## src/rtl/trace_fifo.sv

```systemverilog
// Synchronous FIFO with first-word-fall-through head; pointers carry
// one extra wrap bit so full/empty need no separate counter.
module trace_fifo #(
    parameter int DEPTH = 8,
    parameter int WIDTH = 69
) (
    input  logic             clk,
    input  logic             reset,
    input  logic             push,
    input  logic             pop,
    input  logic [WIDTH-1:0] din,
    output logic             full,
    output logic             empty,
    output logic [WIDTH-1:0] head
);

    localparam int AW = $clog2(DEPTH);

    logic [WIDTH-1:0] mem_q [DEPTH];
    logic [AW:0]      wr_ptr_q, wr_ptr_d;
    logic [AW:0]      rd_ptr_q, rd_ptr_d;
    logic             do_push, do_pop;

    assign empty = (wr_ptr_q == rd_ptr_q);
    assign full  = (wr_ptr_q[AW] != rd_ptr_q[AW]) &&
                   (wr_ptr_q[AW-1:0] == rd_ptr_q[AW-1:0]);
    assign head  = mem_q[rd_ptr_q[AW-1:0]];

    // Pointer advance, guarded so misuse cannot corrupt occupancy
    always_comb begin
        do_push  = push && !full;
        do_pop   = pop && !empty;
        wr_ptr_d = wr_ptr_q + {{AW{1'b0}}, do_push};
        rd_ptr_d = rd_ptr_q + {{AW{1'b0}}, do_pop};
    end

    // Pointer registers; reset flushes the contents
    always_ff @(posedge clk) begin
        if (reset) begin
            wr_ptr_q <= '0;
            rd_ptr_q <= '0;
        end else begin
            wr_ptr_q <= wr_ptr_d;
            rd_ptr_q <= rd_ptr_d;
        end
    end

    // Storage write; data needs no reset since empty masks it
    always_ff @(posedge clk) begin
        if (do_push) begin
            mem_q[wr_ptr_q[AW-1:0]] <= din;
        end
    end

endmodule

```

## config.mk

```make
export PLATFORM = sky130hd
export DESIGN_NAME = trace_fifo
export DESIGN_NICKNAME = d
export VERILOG_FILES = /design/src/rtl/trace_fifo.sv
export SDC_FILE = /design/constraint.sdc
export NUM_CORES = 1
export LEC_CHECK = 0
export ABC_AREA = 1
export BUFFER_PORTS_ARGS = -buffer_cell sky130_fd_sc_hd__buf_4
export CAP_MARGIN = 20
export CORE_ASPECT_RATIO = 0.5
export CORE_MARGIN = 2
export CORE_UTILIZATION = 35
export CTS_BUF_LIST = sky130_fd_sc_hd__clkbuf_16
export CTS_CLUSTER_SIZE = 25
export DETAILED_ROUTE_END_ITERATION = 8
export GPL_ROUTABILITY_DRIVEN = 0
export PLACE_DENSITY_LB_ADDON = 0.3
export SLEW_MARGIN = 10
export SYNTH_ARGS = -nofsm -noshare
export SYNTH_HDL_FRONTEND = slang
export SYNTH_SLANG_ARGS = --single-unit
```

## constraint.sdc

```tcl
create_clock -name clk -period 4.6 [get_ports clk]
set_input_delay 0.69 -clock clk [delete_from_list [all_inputs] [get_ports clk]]
set_output_delay 0.69 -clock clk [all_outputs]
set_load 0.05 [all_outputs]
```

==> flow_metrics.tcl <==
set metrics [dict create \
    status "complete, no violations" \
    final_area_um2 25800 \
    antenna_found_initial 0 \
    io_buffers 143 \
    hp-class "in2reg" \
    cts_tree "yes" \
    pwr_density_cell_nw_per_um2 491 \
    end_kind "output port" \
    maxSlewHeadroom_pct 44.8 \
    fmax_ghz 0.262 \
    num_rows 65 \
    num_io_pins 144 \
    power.switching_mw 3.67 \
    critPathRequiredTime_ns 3.91 \
    nFillCells 5751 \
    start_util_pct 35.2 \
    cp_max_fo 66 \
    hold_viol 0 \
    routed_wl_mm 50.4 \
    die_x_um 359 \
    synth_top_area_share_pct 75.1 \
    syn-num-nets 1846 \
    crit_arrival_ns 3.12 \
    maxSlewViolCount 0 \
    postCtsSetupRepairBufs 0 \
    p_leak_nw 8.93 \
    yosysMostFrequentCell "edfxtp_1" \
    drt_first_pass_iters 5 \
    synthesis.area_um2 22100 \
    layout-drive-gt1-share_pct 13.4 \
    cpMaxStageDelayCell "buf_4" \
    synthArstFlopShare_pct 0 \
    peakVddDrop_uv 256 \
    power.share.switching_pct 29.0 \
    drc 0 \
    rsz0062_at_grt "no" \
    preCtsSetupSlack_ns 1.20 \
    synth-edff-count 552 \
    fin_worst_skew_ns 0.0255 \
    via_per_inst 4.85 \
    dpl-instance-area_um2 24000 \
    min_period_ns 3.81 \
    drtIter0Drc 991 \
    pwr-share-comb_pct 19.7 \
    p_clk_share_pct 34.5 \
    n_antenna_cell 0 \
    path_cells "buf_4, buf_4, o21ai_0, o21ai_1, nand2_1, nand2_1, buf_4" \
    ys_warn_count 0 \
    syn2layout_area_growth_pct 16.7 \
    hpwl_mm 25.8 \
    cts.sinks 560 \
    ant_nets 0 \
    yosys_register_bits 560 \
    clockBufferDepth 3 \
    setup_slack_ns 0.787 \
    cts_buffers 53 \
    synth.avg_cell_area_um2 12.5 \
    synthCells 1769 \
    synthTopCellsByCount "552 x edfxtp_1, 430 x nor2_1, 233 x o21ai_1" \
    dieArea_um2 65200 \
    critPathMostFrequentCell "buf_4" \
    wl_per_cell_um 18.2 \
    worst_pin_slew_ns 0.828 \
    track_usage_pct 15.0 \
    critical_path_class "reg2out" \
    finalSetupViolCount 0 \
    clk_latency_ns 0.58 \
    seqPwrFrac_pct 45.8 \
    grt_pass1_wl_mm 76.8 \
    globalRoute.totalOverflow 0 \
    core_um2 62700 \
    yosysSeqAreaShare_pct 75.8 \
    vias 13426 \
    cts_resized 0 \
    cap_violations 0 \
    p_int_mw 8.98 \
    ys.flop_type "edfxtp_1" \
    first_global_vias 12848 \
    cts-root-buf "clkbuf_16" \
    cpPeakStageDelay_ns 0.69 \
    finalCritPeriodShare_pct 82.9 \
    synth_cell_type_count 22 \
    die_h_um 182 \
    ys_top_cells_by_area "edfxtp_1 75%, nor2_1 7.3%, o21ai_1 5.3%" \
    start_kind "flip-flop" \
    finalNetCount 1966 \
    hold_buffers 0 \
    cts.reportedPaths.clkPinSlew_ns 0.06 \
    grt_max_degree 186 \
    htreeDepth 2 \
    fin_tns_setup_ns 0 \
    yosysTopAreaCell "edfxtp_1" \
]
==> critical path: cells and delay by family (launching register included) <==
kind	cells	cell delay [ns]
AOI/OAI and AO/OA	2	0.43
and+or+nand+nor	2	0.20
DFF	1	0.38
buffers and inverters	3	1.46
==> worst paths after layout <==
| path | from | end | slack, ns | depth (start not counted) |
|---|---|---|---|---|
| max | rd_ptr_q[0] | head[35] | 0.79 | 7 |
| min | din[8] | mem_q[4][8] | 0.34 | 1 |
| max reg2reg | rd_ptr_q[2] | mem_q[2][59] | 1.37 | 7 |
| min reg2reg | rd_ptr_q[3] | rd_ptr_q[3] | 0.49 | 2 |
==> routing by layer <==
layer  share of wire (%)  vias up  track usage (%)
met5                   0        -                0
met1                  44     6651             20.0
met3                 4.0       61             2.17
met2                  50      236             26.3
met4                 1.5        0             3.16
li1                    -     6478                -
==> power groups by stage <==
| stage | Combinational [mW] | Sequential [mW] | Clock [mW] |
|---|---|---|---|
| floorplan | 1.80 | 5.89 | 0 |
| global placement | 2.49 | 5.90 | 0 |
| detailed placement | 2.50 | 5.90 | 0 |
| CTS | 2.51 | 5.79 | 4.45 |
| global route | 2.73 | 5.80 | 4.64 |
| finish | 2.49 | 5.79 | 4.37 |
==> cells by family (layout without fill, tap and decap cells) <==
logic type      after synthesis  in the layout  share of synthesized area [%]
compound gates              418            418                           9.50
xor+xnor                      3              3                          0.119
fa+ha+maj                     4              4                          0.227
buf+inv                     124            288                           3.08
flops                       560            560                           75.8
simple gates                660            660                           11.3
==> state kept, by name, summed over array words and instances, names as in the netlist <==
register / cells
mem_q: 552
rd_ptr_q: 4
wr_ptr_q: 4
==> through the flow <==
stage / util [%] / hold WS [ns] / std cells / total power, mW
after floorplan: - / 0.462 / 1769 / 7.69
after global placement: 38.2 / 0.491 / 2669 / 8.39
after detailed placement: 38.2 / 0.491 / 2669 / 8.40
after CTS: 41.0 / 0.314 / 2768 / 12.7
after global routing: 41.1 / 0.314 / 2770 / 13.2
final: 41.1 / 0.343 / 2770 / 12.6
==> layout make-up <==
cell class | instances | area [um^2] | area share [%]
Sequential cell | 560 | 16700 | 65.0
Multi-Input combinational cell | 1085 | 4730 | 18.3
Timing Repair Buffer | 175 | 1440 | 5.59
Clock buffer | 55 | 1380 | 5.34
Tap cell | 837 | 1050 | 4.06
Clock inverter | 44 | 373 | 1.45
Inverter | 14 | 61.3 | 0.238
==> placed cells by master (no fill, tap or decap), types with 3 or more instances in the layout <==
master and count:
buf_12 7, buf_4 166, bufinv_16 7, clkbuf_16 55
clkinv_1 16, clkinv_2 5, dfxtp_1 5, dfxtp_4 3
edfxtp_1 552, ha_1 4, inv_1 25, nand2_1 217
nand3_1 11, nor2_1 422, nor2_4 8, o21ai_0 181
o21ai_1 233, xnor2_1 3
No activity file was read; power rests on OpenSTA's default activity.
